## src/rtl/des_key_search_ctrl.sv

```systemverilog
// Multi-lane DES key-search controller: sweeps [start_count, end_count] across LANES engines.
// Optional macro KEY_PARITY_EN fills the DES odd-parity bit of every Key byte.
module des_key_search_ctrl #(
  parameter int LANES = 4,
  parameter int CNT_W = 56,
  parameter int LAT   = 16
) (
  input  logic                clk,
  input  logic                reset,
  input  logic                Start,
  input  logic                Stop,
  input  logic [CNT_W-1:0]    start_count,
  input  logic [CNT_W-1:0]    end_count,
  input  logic [63:0]         ciphertext,
  output logic [LANES*56-1:0] eng_key,
  output logic [LANES-1:0]    eng_valid,
  input  logic [LANES*64-1:0] eng_ct,
  output logic [CNT_W-1:0]    count,
  output logic [63:0]         Key,
  output logic                Found,
  output logic                Done,
  output logic                Busy
);

  typedef enum logic [2:0] {IDLE, RUN, DRAIN, FOUND, EXH} state_t;
  // One spare bit so a range ending at the top count never wraps.
  typedef logic [CNT_W:0] base_t;

  localparam logic [LAT-1:0] TOP_LIVE = LAT'(1) << (LAT - 1);

  state_t           state;
  base_t            base;
  logic [LANES-1:0] pipe_valid [LAT];
  logic [LAT-1:0]   pipe_live;
  logic [CNT_W-1:0] pipe_base  [LAT];

  logic             hit;
  logic [CNT_W-1:0] hit_count;
  logic             active;
  logic             last_issue;
  logic             drain_done;
  base_t            next_base;

  function automatic logic [LANES-1:0] lane_valid(input base_t b, input logic [CNT_W-1:0] last);
    lane_valid = '0;
    for (int i = 0; i < LANES; i++)
      lane_valid[i] = (b + base_t'(i)) <= {1'b0, last};
  endfunction

  function automatic logic [LANES*56-1:0] lane_keys(input base_t b);
    lane_keys = '0;
    for (int i = 0; i < LANES; i++)
      lane_keys[56*i +: 56] = 56'(b + base_t'(i));
  endfunction

  function automatic logic [63:0] expand_key(input logic [CNT_W-1:0] c);
    logic [55:0] raw;
    logic        par;
    raw        = 56'(c);
    expand_key = '0;
    for (int j = 0; j < 8; j++) begin
`ifdef KEY_PARITY_EN
      par = ~^raw[7*j +: 7];
`else
      par = 1'b0;
`endif
      expand_key[8*j +: 8] = {raw[7*j +: 7], par};
    end
  endfunction

  // NOTE: every variable gets a default at the top of an always_comb so no path infers a latch.
  always_comb begin
    hit       = 1'b0;
    hit_count = '0;
    // Walk lanes downward so the lowest matching lane is the one left standing.
    for (int i = LANES - 1; i >= 0; i--) begin
      if (pipe_valid[LAT-1][i] && (eng_ct[64*i +: 64] == ciphertext)) begin
        hit       = 1'b1;
        hit_count = pipe_base[LAT-1] + CNT_W'(i);
      end
    end
  end

  assign active     = (state == RUN) || (state == DRAIN);
  assign next_base  = base + base_t'(LANES);
  assign last_issue = (base + base_t'(LANES - 1)) >= {1'b0, end_count};
  // The final issue cycle sits alone in the last stage once everything younger has retired.
  assign drain_done = (pipe_live == TOP_LIVE);

  // NOTE: sequential state uses non-blocking assignments so every flop samples pre-edge values.
  always_ff @(posedge clk or negedge reset) begin
    if (!reset) begin
      state     <= IDLE;
      base      <= '0;
      count     <= '0;
      Key       <= '0;
      eng_key   <= '0;
      eng_valid <= '0;
      Found     <= 1'b0;
      Done      <= 1'b0;
      Busy      <= 1'b0;
      pipe_live <= '0;
      for (int k = 0; k < LAT; k++) pipe_valid[k] <= '0;
    end else begin
      for (int k = LAT - 1; k > 0; k--) begin
        pipe_valid[k] <= pipe_valid[k-1];
        pipe_live[k]  <= pipe_live[k-1];
      end
      pipe_valid[0] <= eng_valid;
      pipe_live[0]  <= (state == RUN);

      if (active && (Stop || hit)) begin
        eng_valid <= '0;
        Busy      <= 1'b0;
        pipe_live <= '0;
        for (int k = 0; k < LAT; k++) pipe_valid[k] <= '0;
        if (Stop) begin
          state <= IDLE;
        end else begin
          state <= FOUND;
          count <= hit_count;
          Key   <= expand_key(hit_count);
          Found <= 1'b1;
        end
      end else begin
        case (state)
          RUN: begin
            if (last_issue) begin
              state     <= DRAIN;
              eng_valid <= '0;
            end else begin
              base      <= next_base;
              count     <= next_base[CNT_W-1:0];
              eng_key   <= lane_keys(next_base);
              eng_valid <= lane_valid(next_base, end_count);
            end
          end
          DRAIN: begin
            if (drain_done) begin
              state <= EXH;
              Done  <= 1'b1;
              Busy  <= 1'b0;
            end
          end
          default: begin
            if (Start && !Stop) begin
              state     <= RUN;
              base      <= {1'b0, start_count};
              count     <= start_count;
              eng_key   <= lane_keys({1'b0, start_count});
              eng_valid <= lane_valid({1'b0, start_count}, end_count);
              Found     <= 1'b0;
              Done      <= 1'b0;
              Busy      <= 1'b1;
            end
          end
        endcase
      end
    end
  end

  // NOTE: the count pipeline is pure datapath qualified by pipe_valid, so it carries no reset.
  always_ff @(posedge clk) begin
    pipe_base[0] <= base[CNT_W-1:0];
    for (int k = 1; k < LAT; k++) pipe_base[k] <= pipe_base[k-1];
  end

endmodule
```

## config.mk

```make
export PLATFORM = sky130hd
export DESIGN_NAME = des_key_search_ctrl
export DESIGN_NICKNAME = d
export VERILOG_FILES = /design/src/rtl/des_key_search_ctrl.sv
export SDC_FILE = /design/constraint.sdc
export NUM_CORES = 2
export LEC_CHECK = 0
export BUFFER_PORTS_ARGS = -buffer_cell sky130_fd_sc_hd__buf_2
export CAP_MARGIN = 20
export CORE_MARGIN = 3
export CORE_UTILIZATION = 30
export DETAILED_ROUTE_END_ITERATION = 6
export PLACE_DENSITY_LB_ADDON = 0.05
export SYNTH_ARGS = -nofsm -noshare
export SYNTH_HDL_FRONTEND = slang
export SYNTH_SLANG_ARGS = --single-unit
```

## constraint.sdc

```tcl
create_clock -name clk -period 10.05 [get_ports clk]
set_clock_uncertainty 0.2 [all_clocks]
set_input_delay 1.005 -clock clk [delete_from_list [all_inputs] [get_ports clk]]
set_output_delay 1.005 -clock clk [all_outputs]
set_load 0.05 [all_outputs]
```

---- Word-level counts from Yosys, hierarchy flattened ----
Memories as Yosys holds them, arrays and structs flattened.
Cells that the tools add are included.
cells by class
  $lt $le $gt $ge ......................... 9
  reductions and logical operators ........ 24
  equality and inequality tests ........... 16
  $add $sub $neg .......................... 11
  bitwise gates (word level) .............. 4
  mux-type cells .......................... 41
operators with widths
  cell                                           number
  2-to-1 mux 224 bit                             2
  2-to-1 mux 56 bit                              8
  one-hot mux 224 bit (2 select lines)           1
  less-or-equal comparator 57 x 56 -> 1 bit      7
  equality test 64 bit                           4
  adder 57 x 2 -> 57 bit, second input constant  3
  adder 56 x 2 -> 57 bit, second input constant  2
  2-to-1 mux 57 bit                              2
  one-hot mux 57 bit (2 select lines)            1
  adder 56 x 2 -> 56 bit, second input constant  2
  one-hot mux 56 bit (2 select lines)            1
  2-to-1 mux 64 bit                              1
  adder 56 x 1 -> 57 bit, second input constant  1
  adder 57 x 1 -> 57 bit, second input constant  1
  adder 57 x 3 -> 57 bit, second input constant  1
  >= comparator 57 x 56 -> 1 bit                 1
  adder 56 x 1 -> 56 bit, second input constant  1
  less-or-equal comparator 56 bit                1
  equality test 16 bit, second input constant    1
  2-to-1 mux 16 bit                              1
  2-to-1 mux 1 bit                               12
  2-to-1 mux 3 bit                               4
  2-to-1 mux 4 bit                               3
  AND reduction 4 bit                            3
  19 further kinds                               41
word-level totals
  output and inout bits ................... 351
  register bits after elaboration ......... 483
  word-level logic and storage cells ...... 132
  input bits .............................. 436
  memory bits (writable) .................. 896
  memories kept ........................... 1
memory list
  name       depth  width  read ports  clocked after Yosys merged registers in  write ports  RTL line  text
  pipe_base  16     56     16          0                                        16           35        logic [CNT_W-1:0] pipe_base [LAT];

---- Longest topological paths before layout ----
  depth after elaboration ................. 10
  mapped depth ............................ 24
  mapped depth without buffers ............ 22

---- Worst setup path before layout ----
OpenSTA, ideal clock, no wires.
  path type ............................... reg-to-reg
  start point ............................. reg eng_key[2] (netlist name)
  end point ............................... reg eng_valid[1]
  path slack .............................. 4.650 ns
  cell stages (with the launch flop) ...... 23
  arrival time ............................ 5.118 ns
  required time ........................... 9.768 ns
  cells stage by stage .................... dfrtp_1 -> ha_1 -> nand2_1 -> nor4_4 -> xnor2_1 -> inv_2 -> nand4_1 -> or4_1 -> clkbuf_1 -> or3_1 -> nor3_1 -> xnor2_1 -> ha_1 -> a2111oi_0 -> o21ai_0 -> o2111ai_1 -> a211oi_1 -> or4b_2 -> a21oi_1 -> o21ai_0 -> a211oi_1 -> nand4_1 -> a31oi_1
RTL lines
  item                    RTL line  text
  end signal: assignment  135       eng_valid <= lane_valid(next_base, end_count);
  end signal: assignment  151       eng_valid <= lane_valid({1'b0, start_count}, end_count);
  end: declaration        16        output logic [LANES-1:0] eng_valid,

==> impl_metrics.py <==
metrics = {
    "outcome": {
        "status": "finished, violations left",
        "violations": "DRC",
    },
    "cells_and_area": {
        "fillers": 22100,
        "final-instance-count-excl-fill": 10700,
        "multi_input_area_um2": 34200,
        "utilization_pct": 36.2,
        "drive_gt1_share_pct": 17.4,
        "nNetsFinal": 8644,
        "syn_to_final_growth_pct": 19.5,
        "seq_area_um2": 28600,
    },
    "die": {
        "die_y_um": 472,
        "die_area_um2": 223000,
        "die_w_um": 472,
        "io_pins": 787,
        "core-area_um2": 215000,
        "start_util_pct": 30.3,
        "rows": 170,
    },
    "pwr": {
        "p_sw_share_pct": 46.4,
        "ir_drop_v": 0.000256,
        "p_int_w": 0.0139,
        "power_frac_clock_pct": 22.1,
        "p_per_area_nw_per_um2": 332,
        "p_sw_w": 0.0120,
        "combPwrFrac_pct": 42.0,
        "p_seq_share_pct": 35.9,
        "power.leakage_nw": 33.7,
    },
    "yosys": {
        "synth_flop_cell": "dfxtp_1",
        "yosysWarnings": 0,
        "synth_cell_types": 110,
        "synthCells": 6963,
        "synthArstFlopShare_pct": 32.3,
        "syn_avg_cell_area_um2": 9.36,
        "ys_seq_area_share_pct": 43.9,
        "syn_area_um2": 65200,
        "synth_seq_cells": 1323,
        "synth_edf_count": 0,
    },
    "sta": {
        "rsz0062_at_grt": "no",
        "min_period_ns": 9.41,
        "max-slew-margin-rel_pct": 14.5,
        "hold_viol_final": 0,
        "fin_setup_tns_ns": 0,
        "min_period_over_period_pct": 93.6,
        "finalSetupViolCount": 0,
        "slew_viol_final": 0,
        "fmax_mhz": 106,
        "tightest_slew_ns": 1.27,
    },
    "setup_path": {
        "path_max_fanout": 15,
        "crit_arrival_ns": 9.86,
        "crit_start": "eng_key[2]$_DFFE_PN0P_",
        "worst-endpoint-required_ns": 10.50,
        "start_kind": "flip-flop",
        "r2r_start": "eng_key[2]$_DFFE_PN0P_",
        "cp-end-kind": "flip-flop",
        "crit_type": "reg -> reg",
    },
    "min_path": {
        "hold_path.class": "reg -> reg",
        "worstHoldStart": "pipe_base[0][10]$_DFF_P_",
    },
    "flow_run": {
        "cap_violations": 0,
    },
    "clocking": {
        "insertion_delay_ns": 0.84,
        "cts_buffers": 146,
        "cts_sinks": 1323,
        "cts_tree": "yes",
        "cts_root_buf": "clkbuf_16",
        "h-tree-depth": 4,
        "cts_resized": 0,
        "clockBufferDepth": 3,
        "clkTransAtPathRegs_ns": 0.06,
    },
    "routing": {
        "num_vias": 58200,
        "detail_route.first_pass.iterations": 7,
        "viasPerCell": 5.45,
        "drc": 4,
        "drtIter0Drc": 5703,
        "finalWirelength_um": 369000,
        "antenna_left": 0,
        "wire_per_inst_um": 34.6,
    },
    "global_routing": {
        "antenna_found_initial": 54,
        "grt_pass1_wl_um": 493000,
        "first_global_vias": 56800,
        "gr-usage-all-layers_pct": 32.0,
        "grt_max_degree": 193,
        "grt_overflow": 0,
    },
    "placement": {
        "place_inst": 10400,
        "place_hpwl_um": 301000,
        "gp_congestion": 1.04,
        "port_buffers": 778,
    },
}
==> power groups by stage <==
stage	combinational (W)	sequential [W]	clock (W)
final	0.0109	0.00929	0.00571
after global routing	0.0114	0.00953	0.00610
after CTS	0.0107	0.00932	0.00589
after detailed placement	0.0107	0.00941	0
after global placement	0.0107	0.00939	0
after floorplan	0.00517	0.0101	0
==> critical path: stages, from the launching register on <==
cell and delay (ns):
dfrtp_1 0.65, ha_1 0.42, nand2_1 0.18, nor4_4 0.70, nand2_1 0.19, xnor2_1 0.31
nor3_1 0.77, nand4_1 0.60, or2_1 0.48, nor4_1 0.88, xnor2_1 0.47, ha_1 0.44
nand4_1 0.11, nor4_1 0.90, nand2_1 0.29, nor4_1 0.70, a21oi_1 0.26, o211a_1 0.32
a41oi_1 0.23, o22ai_1 0.10
==> cells in the final DEF (no fill, tap or decap), types with 17 or more instances in the layout <==
| cell | instances |
|---|---|
| o221ai_1 | 17 |
| nand2_1 | 664 |
| o2111ai_1 | 30 |
| or2_2 | 26 |
| nand3_1 | 195 |
| clkbuf_8 | 31 |
| nor3_1 | 190 |
| clkinv_2 | 25 |
| nor2_1 | 500 |
| nor2b_1 | 52 |
| mux2_2 | 17 |
| clkbuf_1 | 25 |
| nor4_1 | 110 |
| or4_1 | 25 |
| dfxtp_1 | 896 |
| a21oi_1 | 334 |
| diode_2 | 31 |
| clkbuf_16 | 148 |
| xor2_1 | 160 |
| and3_1 | 45 |
| buf_2 | 783 |
| o21a_1 | 33 |
| and2_1 | 112 |
| nand4_1 | 294 |
| buf_4 | 177 |
| a31oi_1 | 63 |
| and4_1 | 43 |
| or3_1 | 69 |
| a21o_1 | 150 |
| mux2i_1 | 57 |
| nand2b_1 | 133 |
| dfrtp_1 | 427 |
| ha_1 | 514 |
| o31ai_1 | 25 |
| a211oi_1 | 48 |
| o211ai_1 | 38 |
| o21ai_0 | 302 |
| xnor2_1 | 455 |
| inv_1 | 192 |
==> registers in the layout, summed over array words and instances (netlist names) <==
signal,count
pipe_base,896
eng_key,222
pipe_valid,64
Key,56
count,56
pipe_live,16
eng_valid,4
base,3
state,3
Busy,1
Done,1
Found,1
==> repair_timing <==
| action | in CTS | in global routing |
|---|---|---|
| setup endpoints to repair | 0 | 0 |
| setup buffers | 0 | 0 |
| hold endpoints to repair | 37 | 0 |
| hold buffers | 1 | 0 |
==> logic make-up (layout without fill, tap and decap cells) <==
group / Yosys count / count (layout) / synth area share, %
and+or+nand+nor: 2569 / 2569 / 20.2
DFF: 1323 / 1323 / 43.9
AOI/OAI and AO/OA: 1266 / 1266 / 12.6
xor gates and xnor gates: 616 / 616 / 8.29
buffers and inverters: 600 / 1445 / 3.97
adders and majority gates: 514 / 514 / 9.87
muxes: 74 / 74 / 1.17
other: 1 / 39 / 0.00575
==> worst paths after layout <==
kind / end / slack [ns] / cells after the start
max in group asynchronous: count[9]$_DFFE_PN0P_ / 6.99 / 4
worst min register to register: pipe_base[0][66]$_DFF_P_ / 0.06 / 0
worst max register to register: eng_valid[3]$_DFFE_PN0P_ / 0.64 / 19
min in group asynchronous: pipe_valid[39]$_DFF_PN0_ / 0.47 / 2
worst min-delay path: pipe_base[0][66]$_DFF_P_ / 0.06 / 0
worst max-delay path: eng_valid[3]$_DFFE_PN0P_ / 0.64 / 19
==> final cells by class <==
cell class              instances  share of cell area (%)
multi-input cells            5047                    43.9
clock buffers                 204                    5.42
inverters                     205                   0.988
well taps                    2838                    4.56
clock inverters                65                    1.37
flip-flops and latches       1323                    36.7
repair buffers                971                    6.95
diodes                         31                  0.0996
==> synth_stat cells (all sizes together), types with 70 or more instances <==
master	instances	area, µm²
nor2	507	1910
dfxtp	896	17900
nor3	203	1070
nand2b	133	832
inv	197	739
ha	514	6430
buf	151	901
a21oi	337	1690
nand3	199	1020
xor2	160	1400
nand4	300	1920
clkbuf	244	917
nor4	128	898
dfrtp	427	10700
a21o	150	1130
or3	70	443
nand2	666	2500
o21ai	312	1560
and2	115	719
xnor2	456	4000
==> per-layer routing <==
layer	track usage, %	up-vias	wire length (µm)
met1	41.7	28900	158000
met5	0	-	85
met3	4.79	596	21300
met4	17.5	14	22800
met2	51.1	2582	167000
li1	-	26100	-
==> stage by stage <==
stage / hold slack (ns) / power, W / area, µm² / setup WS, ns
3_5_place_dp: 0.112 / 0.0201 / 72500 / 0.986
3_3_place_gp: 0.110 / 0.0201 / 72400 / 1.07
5_1_grt: 0.0667 / 0.0270 / 77800 / 0.611
2_1_floorplan: 0.110 / 0.0153 / 65200 / 4.65
4_1_cts: 0.0613 / 0.0260 / 77800 / 0.905
6_report: 0.0641 / 0.0259 / 77900 / 0.640
No activity file was read; power rests on OpenSTA's default activity.
